==> config.mk <==
export PLATFORM = sky130hd
export DESIGN_NAME = forward_kinematics
export DESIGN_NICKNAME = d
export VERILOG_FILES = /design/src/rtl/kinematics_pkg.sv /design/src/rtl/forward_kinematics_cordic.sv /design/src/rtl/forward_kinematics.sv
export SDC_FILE = /design/constraint.sdc
export NUM_CORES = 1
export LEC_CHECK = 0
export CAP_MARGIN = 30
export CORE_ASPECT_RATIO = 0.6
export CORE_MARGIN = 1.5
export CORE_UTILIZATION = 45
export DETAILED_ROUTE_END_ITERATION = 6
export HOLD_SLACK_MARGIN = 0.03
export REMOVE_ABC_BUFFERS = 1
export SLEW_MARGIN = 20
export SYNTH_ARGS = -nofsm -noshare
export SYNTH_HDL_FRONTEND = slang
export SYNTH_HIERARCHICAL = 1
export SYNTH_SLANG_ARGS = --single-unit
==> constraint.sdc <==
create_clock -name clk -period 8.1 [get_ports clk]
set_input_delay 1.215 -clock clk [delete_from_list [all_inputs] [get_ports clk]]
set_output_delay 1.215 -clock clk [all_outputs]
set_load 0.02 [all_outputs]
==> src/rtl/kinematics_pkg.sv <==
`default_nettype none
// ============================================================================
// Package     : kinematics_pkg
// Description : Shared types and constants for the SCARA forward-kinematics
//               datapath: FSM state encoding, angle formats, CORDIC gain,
//               arctangent table and the quadrant-fold helper.
// Revision    : 1.0 - initial release
// ============================================================================
package kinematics_pkg;

  // External joint-angle width: LSB = 2*pi/8192.
  localparam int ANGLE_W = 13;
  // Internal CORDIC angle width: the 13-bit angle with 3 extra LSBs.
  localparam int ZW      = 16;

  // 0.607253 in Q0.16, pre-compensates the CORDIC gain.
  localparam logic [15:0] CORDIC_K = 16'd39797;

  localparam logic signed [ANGLE_W-1:0] HALF_PI = 13'sd2048;
  localparam logic        [ANGLE_W-1:0] PI      = 13'h1000;

  // atan(2^-i) in 16-bit angle units (full circle = 65536).
  localparam logic [ZW-1:0] ATAN_TABLE [16] = '{
    16'd8192, 16'd4836, 16'd2555, 16'd1297, 16'd651, 16'd326, 16'd163, 16'd81,
    16'd41,   16'd20,   16'd10,   16'd5,    16'd3,   16'd1,   16'd1,   16'd0
  };

  typedef enum logic [2:0] {
    ST_INIT = 3'd0,
    ST_PREP = 3'd1,
    ST_ROT1 = 3'd2,
    ST_ROT2 = 3'd3,
    ST_SUM  = 3'd4
  } fk_state_t;

  function automatic logic [ZW-1:0] atan_lut(input logic [3:0] idx);
    return ATAN_TABLE[idx];
  endfunction

  // Brings an angle into [-pi/2, +pi/2] so the CORDIC converges. Angles
  // outside that range are shifted by pi (wrapping in 13 bits) and the
  // rotation result must then be negated. Returns {negate, folded_angle}.
  function automatic logic [ANGLE_W:0] quad_fold(input logic signed [ANGLE_W-1:0] a);
    if (a > HALF_PI || a < -HALF_PI) begin
      return {1'b1, a + PI};
    end
    return {1'b0, a};
  endfunction

endpackage
`default_nettype wire

==> src/rtl/forward_kinematics_cordic.sv <==
`default_nettype none
// ============================================================================
// Module      : cordic_rotate
// Description : Iterative rotation-mode CORDIC, one iteration per clock.
//               Rotates the vector (length*K, 0) by 'angle' and optionally
//               negates the result.
// Ports       : clk, reset        - clock, synchronous active-high reset
//               start             - load a new rotation (1 cycle)
//               length [12:0]     - unsigned vector length, position LSBs
//               angle  [15:0]     - signed folded angle, 16-bit units
//               negate            - negate both outputs
//               x, y   [DW-1:0]   - rotated vector, 2 fractional bits
//               done              - high on the edge of the final iteration
// Revision    : 1.0 - initial release
// ============================================================================
module cordic_rotate
  import kinematics_pkg::*;
#(
  parameter int ITER = 16,
  parameter int DW   = 20
) (
  input  logic                 clk,
  input  logic                 reset,
  input  logic                 start,
  input  logic [ANGLE_W-1:0]   length,
  input  logic signed [ZW-1:0] angle,
  input  logic                 negate,
  output logic signed [DW-1:0] x,
  output logic signed [DW-1:0] y,
  output logic                 done
);

  logic signed [DW-1:0] x_q, x_d;
  logic signed [DW-1:0] y_q, y_d;
  logic signed [ZW-1:0] z_q, z_d;
  logic [3:0]           iter_q, iter_d;
  logic                 run_q, run_d;
  logic                 neg_q, neg_d;

  logic [ANGLE_W+15:0]  w_prod;
  logic signed [DW-1:0] w_x0;
  logic signed [DW-1:0] w_xs;
  logic signed [DW-1:0] w_ys;
  logic signed [ZW-1:0] w_atan;

  // (length * K) >> 14 keeps 2 fractional bits of the Q0.16 product.
  assign w_prod = {16'b0, length} * {13'b0, CORDIC_K};
  assign w_x0   = DW'(w_prod >> 14);

  assign w_xs   = x_q >>> iter_q;
  assign w_ys   = y_q >>> iter_q;
  assign w_atan = $signed(atan_lut(iter_q));

  assign done = run_q && (iter_q == 4'(ITER - 1));
  assign x    = neg_q ? -x_q : x_q;
  assign y    = neg_q ? -y_q : y_q;

  always_comb begin
    x_d    = x_q;
    y_d    = y_q;
    z_d    = z_q;
    iter_d = iter_q;
    run_d  = run_q;
    neg_d  = neg_q;
    if (start) begin
      x_d    = w_x0;
      y_d    = '0;
      z_d    = angle;
      iter_d = '0;
      run_d  = 1'b1;
      neg_d  = negate;
    end else if (run_q) begin
      // d = +1 for z >= 0, -1 otherwise; all updates use the old x/y/z.
      if (z_q[ZW-1]) begin
        x_d = x_q + w_ys;
        y_d = y_q - w_xs;
        z_d = z_q + w_atan;
      end else begin
        x_d = x_q - w_ys;
        y_d = y_q + w_xs;
        z_d = z_q - w_atan;
      end
      iter_d = iter_q + 4'd1;
      if (done) begin
        run_d = 1'b0;
      end
    end
  end

  always_ff @(posedge clk) begin
    if (reset) begin
      x_q    <= '0;
      y_q    <= '0;
      z_q    <= '0;
      iter_q <= '0;
      run_q  <= 1'b0;
      neg_q  <= 1'b0;
    end else begin
      x_q    <= x_d;
      y_q    <= y_d;
      z_q    <= z_d;
      iter_q <= iter_d;
      run_q  <= run_d;
      neg_q  <= neg_d;
    end
  end

endmodule
`default_nettype wire

==> src/rtl/forward_kinematics.sv <==
`default_nettype none
// ============================================================================
// Module      : forward_kinematics
// Description : SCARA forward kinematics, x = l1 cos th1 + l2 cos(th1+th2),
//               y = l1 sin th1 + l2 sin(th1+th2), using one shared iterative
//               CORDIC for both link rotations. Latency 36 cycles.
// Ports       : clk, reset        - clock, synchronous active-high reset
//               enable            - start request, sampled only when idle
//               th1, th2 [12:0]   - signed joint angles, LSB = 2*pi/8192
//               l1, l2   [12:0]   - unsigned link lengths
//               busy              - conversion in progress
//               dataReady         - result valid, held until next accept
//               xPos, yPos [14:0] - signed saturated end-effector position
// Revision    : 1.0 - initial release
// ============================================================================
module forward_kinematics
  import kinematics_pkg::*;
#(
  parameter int ITER = 16,
  parameter int DW   = 20
) (
  input  logic                      clk,
  input  logic                      reset,
  input  logic                      enable,
  input  logic signed [ANGLE_W-1:0] th1,
  input  logic signed [ANGLE_W-1:0] th2,
  input  logic [ANGLE_W-1:0]        l1,
  input  logic [ANGLE_W-1:0]        l2,
  output logic                      busy,
  output logic                      dataReady,
  output logic signed [14:0]        xPos,
  output logic signed [14:0]        yPos
);

  localparam logic signed [DW-1:0] c_rnd     = DW'(2);
  localparam logic signed [DW-1:0] c_sat_max = DW'(16383);
  localparam logic signed [DW-1:0] c_sat_min = DW'(-16384);

  fk_state_t state_q, state_d;

  logic signed [ANGLE_W-1:0] th1_q, th1_d, th2_q, th2_d;
  logic [ANGLE_W-1:0]        l1_q, l1_d, l2_q, l2_d;
  logic [ANGLE_W-1:0]        ang1_q, ang1_d, ang2_q, ang2_d;
  logic                      neg1_q, neg1_d, neg2_q, neg2_d;
  logic                      rot_run_q, rot_run_d;
  logic signed [DW-1:0]      x1_q, x1_d, y1_q, y1_d;
  logic                      busy_q, busy_d, ready_q, ready_d;
  logic signed [14:0]        xpos_q, xpos_d, ypos_q, ypos_d;

  logic                      w_rot2;
  logic                      w_start;
  logic                      w_done;
  logic [ANGLE_W-1:0]        w_len;
  logic signed [ZW-1:0]      w_angle;
  logic                      w_negate;
  logic signed [DW-1:0]      w_cx, w_cy;
  logic signed [ANGLE_W-1:0] w_phi2;
  logic signed [DW-1:0]      w_sum_x, w_sum_y;

  function automatic logic signed [14:0] sat15(input logic signed [DW-1:0] v);
    if (v > c_sat_max) return 15'sh3FFF;
    if (v < c_sat_min) return 15'sh4000;
    return v[14:0];
  endfunction

  // One CORDIC serves both rotations; state selects which link feeds it.
  assign w_rot2   = (state_q == ST_ROT2);
  assign w_len    = w_rot2 ? l2_q : l1_q;
  assign w_angle  = $signed(w_rot2 ? {ang2_q, 3'b000} : {ang1_q, 3'b000});
  assign w_negate = w_rot2 ? neg2_q : neg1_q;
  // Load on the first cycle of each rotation state.
  assign w_start  = (state_q == ST_ROT1 || state_q == ST_ROT2) && !rot_run_q;

  // 13-bit sum wraps modulo 2*pi.
  assign w_phi2   = th1_q + th2_q;

  // Add 2 then >>> 2: round-half-up away the 2 fractional bits.
  assign w_sum_x  = (x1_q + w_cx + c_rnd) >>> 2;
  assign w_sum_y  = (y1_q + w_cy + c_rnd) >>> 2;

  cordic_rotate #(
    .ITER (ITER),
    .DW   (DW)
  ) u_cordic (
    .clk    (clk),
    .reset  (reset),
    .start  (w_start),
    .length (w_len),
    .angle  (w_angle),
    .negate (w_negate),
    .x      (w_cx),
    .y      (w_cy),
    .done   (w_done)
  );

  always_comb begin
    state_d   = state_q;
    th1_d     = th1_q;
    th2_d     = th2_q;
    l1_d      = l1_q;
    l2_d      = l2_q;
    ang1_d    = ang1_q;
    ang2_d    = ang2_q;
    neg1_d    = neg1_q;
    neg2_d    = neg2_q;
    x1_d      = x1_q;
    y1_d      = y1_q;
    busy_d    = busy_q;
    ready_d   = ready_q;
    xpos_d    = xpos_q;
    ypos_d    = ypos_q;
    rot_run_d = w_start ? 1'b1 : (w_done ? 1'b0 : rot_run_q);

    case (state_q)
      ST_INIT: begin
        if (enable) begin
          th1_d   = th1;
          th2_d   = th2;
          l1_d    = l1;
          l2_d    = l2;
          busy_d  = 1'b1;
          ready_d = 1'b0;
          state_d = ST_PREP;
        end
      end
      ST_PREP: begin
        {neg1_d, ang1_d} = quad_fold(th1_q);
        {neg2_d, ang2_d} = quad_fold(w_phi2);
        state_d = ST_ROT1;
      end
      ST_ROT1: begin
        if (w_done) state_d = ST_ROT2;
      end
      ST_ROT2: begin
        // The first rotation's result is still on the CORDIC outputs
        // during the cycle that loads the second rotation.
        if (w_start) begin
          x1_d = w_cx;
          y1_d = w_cy;
        end
        if (w_done) state_d = ST_SUM;
      end
      ST_SUM: begin
        xpos_d  = sat15(w_sum_x);
        ypos_d  = sat15(w_sum_y);
        ready_d = 1'b1;
        busy_d  = 1'b0;
        state_d = ST_INIT;
      end
      default: state_d = ST_INIT;
    endcase
  end

  always_ff @(posedge clk) begin
    if (reset) begin
      state_q   <= ST_INIT;
      th1_q     <= '0;
      th2_q     <= '0;
      l1_q      <= '0;
      l2_q      <= '0;
      ang1_q    <= '0;
      ang2_q    <= '0;
      neg1_q    <= 1'b0;
      neg2_q    <= 1'b0;
      rot_run_q <= 1'b0;
      x1_q      <= '0;
      y1_q      <= '0;
      busy_q    <= 1'b0;
      ready_q   <= 1'b0;
      xpos_q    <= '0;
      ypos_q    <= '0;
    end else begin
      state_q   <= state_d;
      th1_q     <= th1_d;
      th2_q     <= th2_d;
      l1_q      <= l1_d;
      l2_q      <= l2_d;
      ang1_q    <= ang1_d;
      ang2_q    <= ang2_d;
      neg1_q    <= neg1_d;
      neg2_q    <= neg2_d;
      rot_run_q <= rot_run_d;
      x1_q      <= x1_d;
      y1_q      <= y1_d;
      busy_q    <= busy_d;
      ready_q   <= ready_d;
      xpos_q    <= xpos_d;
      ypos_q    <= ypos_d;
    end
  end

  assign busy      = busy_q;
  assign dataReady = ready_q;
  assign xPos      = xpos_q;
  assign yPos      = ypos_q;

endmodule
`default_nettype wire

==> results of run 1 <==
area by class of cell:
| type | count | area [µm²] |
|---|---|---|
| clock buffers | 31 | 698 |
| clock inverters | 15 | 226 |
| fillers | 4483 | 23100 |
| inverters | 175 | 657 |
| multi-input cells | 2086 | 15800 |
| flip-flops and latches | 218 | 4370 |
| well taps | 630 | 788 |
| repair buffers | 109 | 1070 |
flip-flops by register name, summed over array words and instances (netlist names), 3 cells and up:
signal	flops
l1_q	13
l2_q	13
y1_q	20
u_cordic/x_q	20
th2_q	13
x1_q	20
u_cordic/iter_q	4
th1_q	13
u_cordic/y_q	20
state_q	3
ang1_q	13
xPos	15
ang2_q	13
yPos	15
u_cordic/z_q	16
synth_stat cells, types with 17 or more instances:
library cell,number,area share
sky130_fd_sc_hd__mux2_2,43,0.023
sky130_fd_sc_hd__a21o_1,35,0.012
sky130_fd_sc_hd__mux2i_1,59,0.028
sky130_fd_sc_hd__and2_1,17,0.0050
sky130_fd_sc_hd__nand2_1,383,0.067
sky130_fd_sc_hd__a31oi_1,22,0.0064
sky130_fd_sc_hd__fa_1,82,0.077
sky130_fd_sc_hd__ha_1,229,0.13
sky130_fd_sc_hd__nand2b_1,21,0.0061
sky130_fd_sc_hd__o21a_1,17,0.0059
sky130_fd_sc_hd__mux4_2,29,0.030
sky130_fd_sc_hd__o21ai_0,84,0.020
sky130_fd_sc_hd__a21oi_1,267,0.062
sky130_fd_sc_hd__xnor2_1,112,0.046
sky130_fd_sc_hd__clkbuf_1,111,0.019
sky130_fd_sc_hd__xor2_1,64,0.026
sky130_fd_sc_hd__or3_1,23,0.0067
sky130_fd_sc_hd__or2_2,17,0.0050
sky130_fd_sc_hd__nand3_1,28,0.0065
sky130_fd_sc_hd__nor3_1,40,0.0093
sky130_fd_sc_hd__a211oi_1,41,0.014
sky130_fd_sc_hd__a211oi_2,20,0.012
sky130_fd_sc_hd__dfxtp_1,218,0.20
sky130_fd_sc_hd__nor2b_1,19,0.0055
sky130_fd_sc_hd__nor2_1,204,0.036
sky130_fd_sc_hd__inv_1,173,0.030
stage by stage:
stage	utilization	hold WS (ns)	std cells	instance area, µm²
finish	0.506	0.451	3264	23600
global route	0.506	0.473	3264	23600
CTS	0.505	0.455	3261	23600
detailed placement	0.485	0.447	3215	22600
global placement	0.485	0.443	3214	22600
floorplan	-	0.427	2479	20800
cells in the final DEF, fill, tap and decap left out, types with 7 or more instances in the layout:
master                            count
sky130_fd_sc_hd__nand2_1            383
sky130_fd_sc_hd__nor3_1              40
sky130_fd_sc_hd__or3_1               23
sky130_fd_sc_hd__o21bai_1            10
sky130_fd_sc_hd__nand3_1             28
sky130_fd_sc_hd__a211oi_1            41
sky130_fd_sc_hd__o211ai_1            14
sky130_fd_sc_hd__clkbuf_16           25
sky130_fd_sc_hd__nand2b_1            21
sky130_fd_sc_hd__clkdlybuf4s50_1     85
sky130_fd_sc_hd__buf_4               19
sky130_fd_sc_hd__a21o_1              35
sky130_fd_sc_hd__mux4_2              29
sky130_fd_sc_hd__and2_1              17
sky130_fd_sc_hd__dfxtp_1            213
sky130_fd_sc_hd__mux2i_1             59
sky130_fd_sc_hd__nor4_1               9
sky130_fd_sc_hd__mux4_1               7
sky130_fd_sc_hd__nor2b_1             19
sky130_fd_sc_hd__fa_1                82
sky130_fd_sc_hd__mux2_2              43
sky130_fd_sc_hd__a221oi_1             9
sky130_fd_sc_hd__or2_2               17
sky130_fd_sc_hd__o41ai_1              7
sky130_fd_sc_hd__o31ai_1             15
sky130_fd_sc_hd__a211o_1              7
sky130_fd_sc_hd__nor2_1             200
sky130_fd_sc_hd__o21a_1              17
sky130_fd_sc_hd__nand4_1              9
sky130_fd_sc_hd__or4_1                9
sky130_fd_sc_hd__o21ai_0             84
sky130_fd_sc_hd__xor2_1              64
sky130_fd_sc_hd__a211oi_2            20
sky130_fd_sc_hd__a21oi_1            267
sky130_fd_sc_hd__ha_1               229
sky130_fd_sc_hd__inv_1              173
sky130_fd_sc_hd__xnor2_1            112
sky130_fd_sc_hd__and3_1              11
sky130_fd_sc_hd__o22ai_1             14
sky130_fd_sc_hd__a31oi_1             22
power groups by stage:
stage | registers (µW) | logic [µW] | clock network, µW
floorplan | 1280 | 2490 | 0
global placement | 1360 | 3180 | 0
detailed placement | 1360 | 3250 | 0
CTS | 1340 | 3280 | 1320
global route | 1360 | 3710 | 1370
finish | 1350 | 3340 | 1290
critical path, delay by kind of cell, from the launching register on:
family	cells	cell delay, ns
AOI/OAI and AO/OA	7	2.29
xor gates and xnor gates	1	0.09
adders and majority gates	6	2.66
buffers and inverters	4	0.22
DFF	1	0.39
muxes	1	0.57
and+or+nand+nor	2	1.13
cells by family (layout without fill, tap and decap cells):
family	after synthesis	in the layout	synth area share
AOI/OAI and AO/OA	639	639	0.193
xor gates and xnor gates	176	176	0.0718
adders and majority gates	311	311	0.210
buffers and inverters	324	330	0.0614
DFF	218	218	0.203
muxes	138	138	0.0891
other	1	3	0.000175
and+or+nand+nor	819	819	0.171
worst paths after layout:
kind	from	endpoint	slack, ns	cells past startpoint
worst min register to register	yPos[0]	yPos[0]	0.45	2
worst max register to register	state_q[2]	u_cordic/x_q[12]	0.68	21
worst min-delay path	yPos[0]	yPos[0]	0.45	2
worst max-delay path	state_q[2]	u_cordic/x_q[12]	0.68	21
per-layer routing:
metal	GRT usage	part of all wire	routed length, µm
met4	0.0298	0.0095	595
met2	0.328	0.35	22200
met1	0.420	0.54	33700
met5	0	0	0
met3	0.0669	0.098	6150
==> impl_results.html, run 1 <==
<table>
<tr><th>Metric</th><th>Value</th></tr>
<tr><th colspan="2">Run status</th></tr>
<tr><td>Run status</td><td>finished, final reports clean</td></tr>
<tr><th colspan="2">Die</th></tr>
<tr><td>Die Width</td><td>285 µm</td></tr>
<tr><td>Boundary Pins</td><td>87</td></tr>
<tr><td>Row Count</td><td>61</td></tr>
<tr><td>Area of the core</td><td>46700 µm²</td></tr>
<tr><td>Initial Utilization</td><td>0.459</td></tr>
<tr><td>Die height</td><td>172 µm</td></tr>
<tr><td>Die ar.</td><td>49000 µm²</td></tr>
<tr><th colspan="2">Worst setup path</th></tr>
<tr><td>Cell-by-cell trace of the critical path</td><td>nand3b_1 -&gt; mux2_2 -&gt; fa_1 -&gt; inv_1 -&gt; fa_1 -&gt; inv_1 -&gt; ha_1 -&gt; fa_1 -&gt; inv_1 -&gt; fa_1 -&gt; inv_1 -&gt; ha_1 -&gt; or4_1 -&gt; a211o_1 -&gt; a31oi_1 -&gt; o311ai_0 -&gt; a211oi_1 -&gt; o21ai_0 -&gt; a21oi_1 -&gt; xor2_1 -&gt; a221oi_1</td></tr>
<tr><td>Data arrival at the endpoint of the critical path</td><td>7.91 ns</td></tr>
<tr><td>Delay of the slowest cell on the worst path</td><td>0.66 ns</td></tr>
<tr><td>Crit path max-delay cell type</td><td>sky130_fd_sc_hd__a211oi_1</td></tr>
<tr><td>Critical path class</td><td>flop to flop</td></tr>
<tr><td>Crit path launch type</td><td>flop</td></tr>
<tr><td>Type of destination of the critical path</td><td>flop</td></tr>
<tr><td>Worst-path fanout max</td><td>9</td></tr>
<tr><td>Required time at the endpoint of the critical path</td><td>8.58 ns</td></tr>
<tr><th colspan="2">Placed design</th></tr>
<tr><td>HPWL reported at the end of detailed placement</td><td>48400 µm</td></tr>
<tr><td>Quantity of I/O buffers inserted on ports</td><td>86</td></tr>
<tr><td>Pre-CTS setup slack</td><td>0.809 ns</td></tr>
<tr><td>Global placement routability congestion</td><td>0.982</td></tr>
<tr><th colspan="2">Timing</th></tr>
<tr><td>PnR worst setup slack</td><td>0.678 ns</td></tr>
<tr><td>Setup Skew</td><td>0.0274 ns</td></tr>
<tr><td>Minimum period implied by the final worst setup slack</td><td>7.42 ns</td></tr>
<tr><td>Unrepaired setup endpoints after global routing</td><td>false</td></tr>
<tr><td>Share of the clock period used by the worst path</td><td>0.916</td></tr>
<tr><td>F_max</td><td>135 MHz</td></tr>
<tr><td>Slew @ Worst Pin</td><td>0.941 ns</td></tr>
<tr><td>Max-slew headroom</td><td>0.364</td></tr>
<tr><td>Sum of negative setup slack</td><td>0 ns</td></tr>
<tr><td>Setup violations, final</td><td>0</td></tr>
<tr><td>Slew Limit Fails</td><td>0</td></tr>
<tr><td>Final-report hold violation count</td><td>0</td></tr>
<tr><th colspan="2">Clock network</th></tr>
<tr><td>Root buffer selected by CTS</td><td>sky130_fd_sc_hd__clkbuf_16</td></tr>
<tr><td>CTS tree</td><td>done</td></tr>
<tr><td>Count of hold-fix buffers inserted at cts</td><td>0</td></tr>
<tr><td>Clock-pin slew of the registers on the worst-case setup and hold paths</td><td>0.07 ns</td></tr>
<tr><td>Number of buffers added by the clock tree synthesis step</td><td>25</td></tr>
<tr><td>Maximum root-to-sink buffer count</td><td>3</td></tr>
<tr><td># resized after CTS</td><td>0</td></tr>
<tr><td>Clock sink count</td><td>218</td></tr>
<tr><td>Clock network latency to the later pin of the worst-skew pair</td><td>0.58 ns</td></tr>
<tr><td># Post-CTS Setup Buffers</td><td>0</td></tr>
<tr><td>H-tree lvl count</td><td>1</td></tr>
<tr><th colspan="2">GRT</th></tr>
<tr><td>Pin count of the biggest net entering global routing</td><td>83</td></tr>
<tr><td>First-pass GRT wire length</td><td>100000 µm</td></tr>
<tr><td>Via count of the first global-routing pass</td><td>17795</td></tr>
<tr><td>Congestion Overflow GR</td><td>0</td></tr>
<tr><td>Antenna violations before repair</td><td>0</td></tr>
<tr><td>Overall track demand over capacity in global routing</td><td>0.256</td></tr>
<tr><th colspan="2">Drt</th></tr>
<tr><td>Via total after detailed routing</td><td>18966</td></tr>
<tr><td>Residual DRC</td><td>0</td></tr>
<tr><td>Routed length per placed instance</td><td>19.2 µm</td></tr>
<tr><td>Pre-Repair DR Iteration Count</td><td>5</td></tr>
<tr><td>Via density</td><td>5.81</td></tr>
<tr><td>First DRT Iteration DRCs</td><td>1536</td></tr>
<tr><td>Number of nets with antenna violations after routing</td><td>0</td></tr>
<tr><td>DRT Wirelength</td><td>62600 µm</td></tr>
<tr><th colspan="2">Yosys</th></tr>
<tr><td>Synthesized instance count</td><td>2626</td></tr>
<tr><td>Area of the mapped netlist</td><td>21500 µm²</td></tr>
<tr><td>Post-synthesis area per instance</td><td>8.17 µm²</td></tr>
<tr><td>Unique masters post-synth</td><td>89</td></tr>
<tr><td>Post-synth ARST share</td><td>0</td></tr>
<tr><td>#FFs+latches synth</td><td>218</td></tr>
<tr><td>Top FF cell, synth</td><td>sky130_fd_sc_hd__dfxtp_1</td></tr>
<tr><td>Post-synthesis sequential area ratio</td><td>0.203</td></tr>
<tr><td>Synthesis warning total</td><td>6</td></tr>
<tr><td>Number of enable flip-flop cells after synthesis</td><td>0</td></tr>
<tr><th colspan="2">Power</th></tr>
<tr><td>Share of total power in the clock network</td><td>0.216</td></tr>
<tr><td>Max VDD drop</td><td>0.244 mV</td></tr>
<tr><td>Leak pwr</td><td>0.0102 µW</td></tr>
<tr><td>Power, Total</td><td>5990 µW</td></tr>
<tr><td>Net switching power figure</td><td>2670 µW</td></tr>
<tr><td>Int Power</td><td>3320 µW</td></tr>
<tr><td>Gate power share</td><td>0.558</td></tr>
<tr><td>Sequential power share</td><td>0.226</td></tr>
<tr><td>Power per cell area</td><td>253 nW/µm²</td></tr>
<tr><td>Share of total power consumed by net switching</td><td>0.446</td></tr>
<tr><th colspan="2">Final layout</th></tr>
<tr><td>Final net count</td><td>2981</td></tr>
<tr><td>Post-synthesis to final-layout area growth</td><td>10.1%</td></tr>
<tr><td>Share of cells above drive strength 1</td><td>0.0782</td></tr>
<tr><td>Number of inserted diodes</td><td>0</td></tr>
<tr><th colspan="2">Min path</th></tr>
<tr><td>Worst hold-check path type</td><td>flop to flop</td></tr>
<tr><th colspan="2">Run</th></tr>
<tr><td>Max capacitance violation total</td><td>0</td></tr>
</table>
Note: power is estimated with default switching activity, not from simulation.
==> inputs of run 2 (changes only) <==
--- a/config.mk
+++ b/config.mk
@@ -5,10 +5,12 @@
 export SDC_FILE = /design/constraint.sdc
 export NUM_CORES = 1
 export LEC_CHECK = 0
+export ABC_AREA = 1
 export CAP_MARGIN = 30
 export CORE_ASPECT_RATIO = 0.6
-export CORE_MARGIN = 1.5
+export CORE_MARGIN = 5
 export CORE_UTILIZATION = 45
+export CTS_CLUSTER_SIZE = 40
 export DETAILED_ROUTE_END_ITERATION = 6
 export HOLD_SLACK_MARGIN = 0.03
 export REMOVE_ABC_BUFFERS = 1
==> run 2 against run 1 <==
Global-route usage down 0.53 points. Non-clock buffer count up 6. Via count up 12%. Largest cell class unchanged. Highest routed layer unchanged.
==> impl_results.html, run 2 <==
<table>
<tr><th>Metric</th><th>Value</th></tr>
<tr><th colspan="2">Run status</th></tr>
<tr><td>Run status</td><td>finished, final reports clean</td></tr>
<tr><th colspan="2">Timing</th></tr>
<tr><td>Slew Limit Fails</td><td>0</td></tr>
<tr><td>Final-report hold violation count</td><td>0</td></tr>
<tr><td>Share of the clock period used by the worst path</td><td>0.784</td></tr>
<tr><td>Minimum period implied by the final worst setup slack</td><td>6.35 ns</td></tr>
<tr><td>Max-slew headroom</td><td>0.409</td></tr>
<tr><td>F_max</td><td>157 MHz</td></tr>
<tr><td>Setup Skew</td><td>0.0431 ns</td></tr>
<tr><td>Setup violations, final</td><td>0</td></tr>
<tr><td>Final hold slack</td><td>0.448 ns</td></tr>
<tr><td>Unrepaired setup endpoints after global routing</td><td>false</td></tr>
<tr><td>Slew @ Worst Pin</td><td>0.877 ns</td></tr>
<tr><td>Sum of negative setup slack</td><td>0 ns</td></tr>
<tr><td>PnR worst setup slack</td><td>1.75 ns</td></tr>
<tr><th colspan="2">Yosys</th></tr>
<tr><td>Unique masters post-synth</td><td>60</td></tr>
<tr><td>#FFs+latches synth</td><td>218</td></tr>
<tr><td>Synthesis warning total</td><td>6</td></tr>
<tr><td>Post-synth ARST share</td><td>0</td></tr>
<tr><td>Area of the mapped netlist</td><td>21800 µm²</td></tr>
<tr><td>Dominant cell by count in the synthesized netlist</td><td>sky130_fd_sc_hd__nand2_1</td></tr>
<tr><td>Area share of the leading cell type in the synthesized netlist</td><td>0.200</td></tr>
<tr><td>Synth area leaders</td><td>sky130_fd_sc_hd__dfxtp_1 20%, sky130_fd_sc_hd__ha_1 13%, sky130_fd_sc_hd__nand2_1 11%</td></tr>
<tr><td>Top post-synthesis cells by count</td><td>651 x sky130_fd_sc_hd__nand2_1, 401 x sky130_fd_sc_hd__inv_1, 287 x sky130_fd_sc_hd__o21ai_0</td></tr>
<tr><td>Post-synthesis sequential area ratio</td><td>0.200</td></tr>
<tr><td>Number of enable flip-flop cells after synthesis</td><td>0</td></tr>
<tr><td>Synthesized instance count</td><td>3220</td></tr>
<tr><td>Top cell type by total area after synthesis</td><td>sky130_fd_sc_hd__dfxtp_1</td></tr>
<tr><td>Top FF cell, synth</td><td>sky130_fd_sc_hd__dfxtp_1</td></tr>
<tr><td>Post-synthesis area per instance</td><td>6.78 µm²</td></tr>
<tr><th colspan="2">GRT</th></tr>
<tr><td>Pin count of the biggest net entering global routing</td><td>107</td></tr>
<tr><td>First-pass GRT wire length</td><td>109000 µm</td></tr>
<tr><td>Congestion Overflow GR</td><td>0</td></tr>
<tr><td>Antenna violations before repair</td><td>0</td></tr>
<tr><td>Overall track demand over capacity in global routing</td><td>0.251</td></tr>
<tr><td>Via count of the first global-routing pass</td><td>19743</td></tr>
<tr><th colspan="2">Clock network</th></tr>
<tr><td>H-tree lvl count</td><td>1</td></tr>
<tr><td>Number of buffers added by the clock tree synthesis step</td><td>26</td></tr>
<tr><td>Clock-pin slew of the registers on the worst-case setup and hold paths</td><td>0.07 ns</td></tr>
<tr><td># resized after CTS</td><td>0</td></tr>
<tr><td>Maximum root-to-sink buffer count</td><td>3</td></tr>
<tr><td>Root buffer selected by CTS</td><td>sky130_fd_sc_hd__clkbuf_16</td></tr>
<tr><td>Count of hold-fix buffers inserted at cts</td><td>0</td></tr>
<tr><td>CTS tree</td><td>done</td></tr>
<tr><td>Clock sink count</td><td>218</td></tr>
<tr><td># Post-CTS Setup Buffers</td><td>0</td></tr>
<tr><td>Clock network latency to the later pin of the worst-skew pair</td><td>0.59 ns</td></tr>
<tr><th colspan="2">Die</th></tr>
<tr><td>Row Count</td><td>62</td></tr>
<tr><td>Area of the core</td><td>47900 µm²</td></tr>
<tr><td>Initial Utilization</td><td>0.456</td></tr>
<tr><td>Die height</td><td>181 µm</td></tr>
<tr><td>Die Width</td><td>294 µm</td></tr>
<tr><td>Boundary Pins</td><td>87</td></tr>
<tr><td>Die ar.</td><td>53200 µm²</td></tr>
<tr><th colspan="2">Drt</th></tr>
<tr><td>Number of nets with antenna violations after routing</td><td>0</td></tr>
<tr><td>Residual DRC</td><td>0</td></tr>
<tr><td>First DRT Iteration DRCs</td><td>2065</td></tr>
<tr><td>Routed length per placed instance</td><td>17.4 µm</td></tr>
<tr><td>Pre-Repair DR Iteration Count</td><td>6</td></tr>
<tr><td>DRT Wirelength</td><td>67900 µm</td></tr>
<tr><td>Via density</td><td>5.45</td></tr>
<tr><td>Via total after detailed routing</td><td>21309</td></tr>
<tr><th colspan="2">Final layout</th></tr>
<tr><td>Share of cells above drive strength 1</td><td>0.0701</td></tr>
<tr><td>Fill count</td><td>4877</td></tr>
<tr><td>Filler-free cell count of the finished design</td><td>3907</td></tr>
<tr><td>Final net count</td><td>3613</td></tr>
<tr><td>Post-synthesis to final-layout area growth</td><td>10.1%</td></tr>
<tr><td>Most used cells in the layout excluding fill and tap cells</td><td>651 x sky130_fd_sc_hd__nand2_1, 400 x sky130_fd_sc_hd__inv_1, 283 x sky130_fd_sc_hd__o21ai_0</td></tr>
<tr><td>Most frequent standard cell in the layout excluding fill and tap cells</td><td>sky130_fd_sc_hd__nand2_1</td></tr>
<tr><td>Number of inserted diodes</td><td>0</td></tr>
<tr><th colspan="2">Worst setup path</th></tr>
<tr><td>Critical path class</td><td>flop to flop</td></tr>
<tr><td>Crit path max-delay cell type</td><td>sky130_fd_sc_hd__o21ai_0</td></tr>
<tr><td>Required time at the endpoint of the critical path</td><td>8.59 ns</td></tr>
<tr><td>Worst-path fanout max</td><td>29</td></tr>
<tr><td>Most used cell along the critical path</td><td>sky130_fd_sc_hd__nand2_1</td></tr>
<tr><td>Crit path launch type</td><td>flop</td></tr>
<tr><td>Delay of the slowest cell on the worst path</td><td>0.71 ns</td></tr>
<tr><td>Type of destination of the critical path</td><td>flop</td></tr>
<tr><td>Data arrival at the endpoint of the critical path</td><td>6.84 ns</td></tr>
<tr><th colspan="2">Placed design</th></tr>
<tr><td>Dpl cells</td><td>3856</td></tr>
<tr><td>Quantity of I/O buffers inserted on ports</td><td>86</td></tr>
<tr><td>Global placement routability congestion</td><td>0.952</td></tr>
<tr><td>HPWL reported at the end of detailed placement</td><td>53900 µm</td></tr>
<tr><td>Pre-CTS setup slack</td><td>1.68 ns</td></tr>
<tr><th colspan="2">Min path</th></tr>
<tr><td>Worst hold-check path type</td><td>flop to flop</td></tr>
<tr><th colspan="2">Run</th></tr>
<tr><td>Max capacitance violation total</td><td>0</td></tr>
</table>
## run 2: layout make-up
| cell class | instances | area [µm²] | area share |
|---|---|---|---|
| inverter | 423 | 1600 | 0.0663 |
| clock inverter | 11 | 100 | 0.00416 |
| multi-input combinational | 2463 | 15300 | 0.637 |
| timing repair buffer | 115 | 1090 | 0.0454 |
| tap | 640 | 801 | 0.0333 |
| sequential | 218 | 4360 | 0.181 |
| clock buffer | 37 | 782 | 0.0325 |
## run 2: worst max-delay path: cells and delay by family, from the launching register on
family	cells	cell delay (ns)
adders and majority gates	6	2.70
DFF	1	0.42
and+or+nand+nor	9	1.05
buffers and inverters	7	1.08
AOI/OAI and AO/OA	3	1.00
## run 2: routing by layer
layer,global-route usage,routed length (µm),vias to the layer above
met5,0,0,-
met1,0.427,36700,9859
li1,-,-,10646
met4,0.0324,878,0
met2,0.312,23500,751
met3,0.0629,6840,53
## run 2: cell families (layout without fill, tap and decap cells)
logic type / count (synthesis) / count (layout) / synth area share
compound gates: 687 / 687 / 0.173
xor+xnor: 140 / 140 / 0.0561
fa+ha+maj: 311 / 311 / 0.206
buf+inv: 541 / 586 / 0.101
flops: 218 / 218 / 0.200
other cells: 1 / 3 / 0.000172
simple gates: 1322 / 1322 / 0.264
## run 2: path summary, 6_finish.rpt
kind	startpoint	to	slack, ns	cells past startpoint
worst max-delay path	state_q[1]	u_cordic/x_q[8]	1.75	25
worst min-delay path	l2_q[3]	l2_q[3]	0.45	2
worst max register to register	state_q[1]	u_cordic/x_q[8]	1.75	25
worst min register to register	l2_q[3]	l2_q[3]	0.45	2
## run 2: stage by stage
stage          utilization  area, µm²
2_1_floorplan            -      21200
3_3_place_gp         0.482      23100
3_5_place_dp         0.483      23100
4_1_cts              0.501      24000
5_1_grt              0.502      24100
6_report             0.502      24100
Power of run 2 is left out: the tool's default activity adds up to more than one toggle a clock period on the data nets, which glitch-free logic cannot reach.
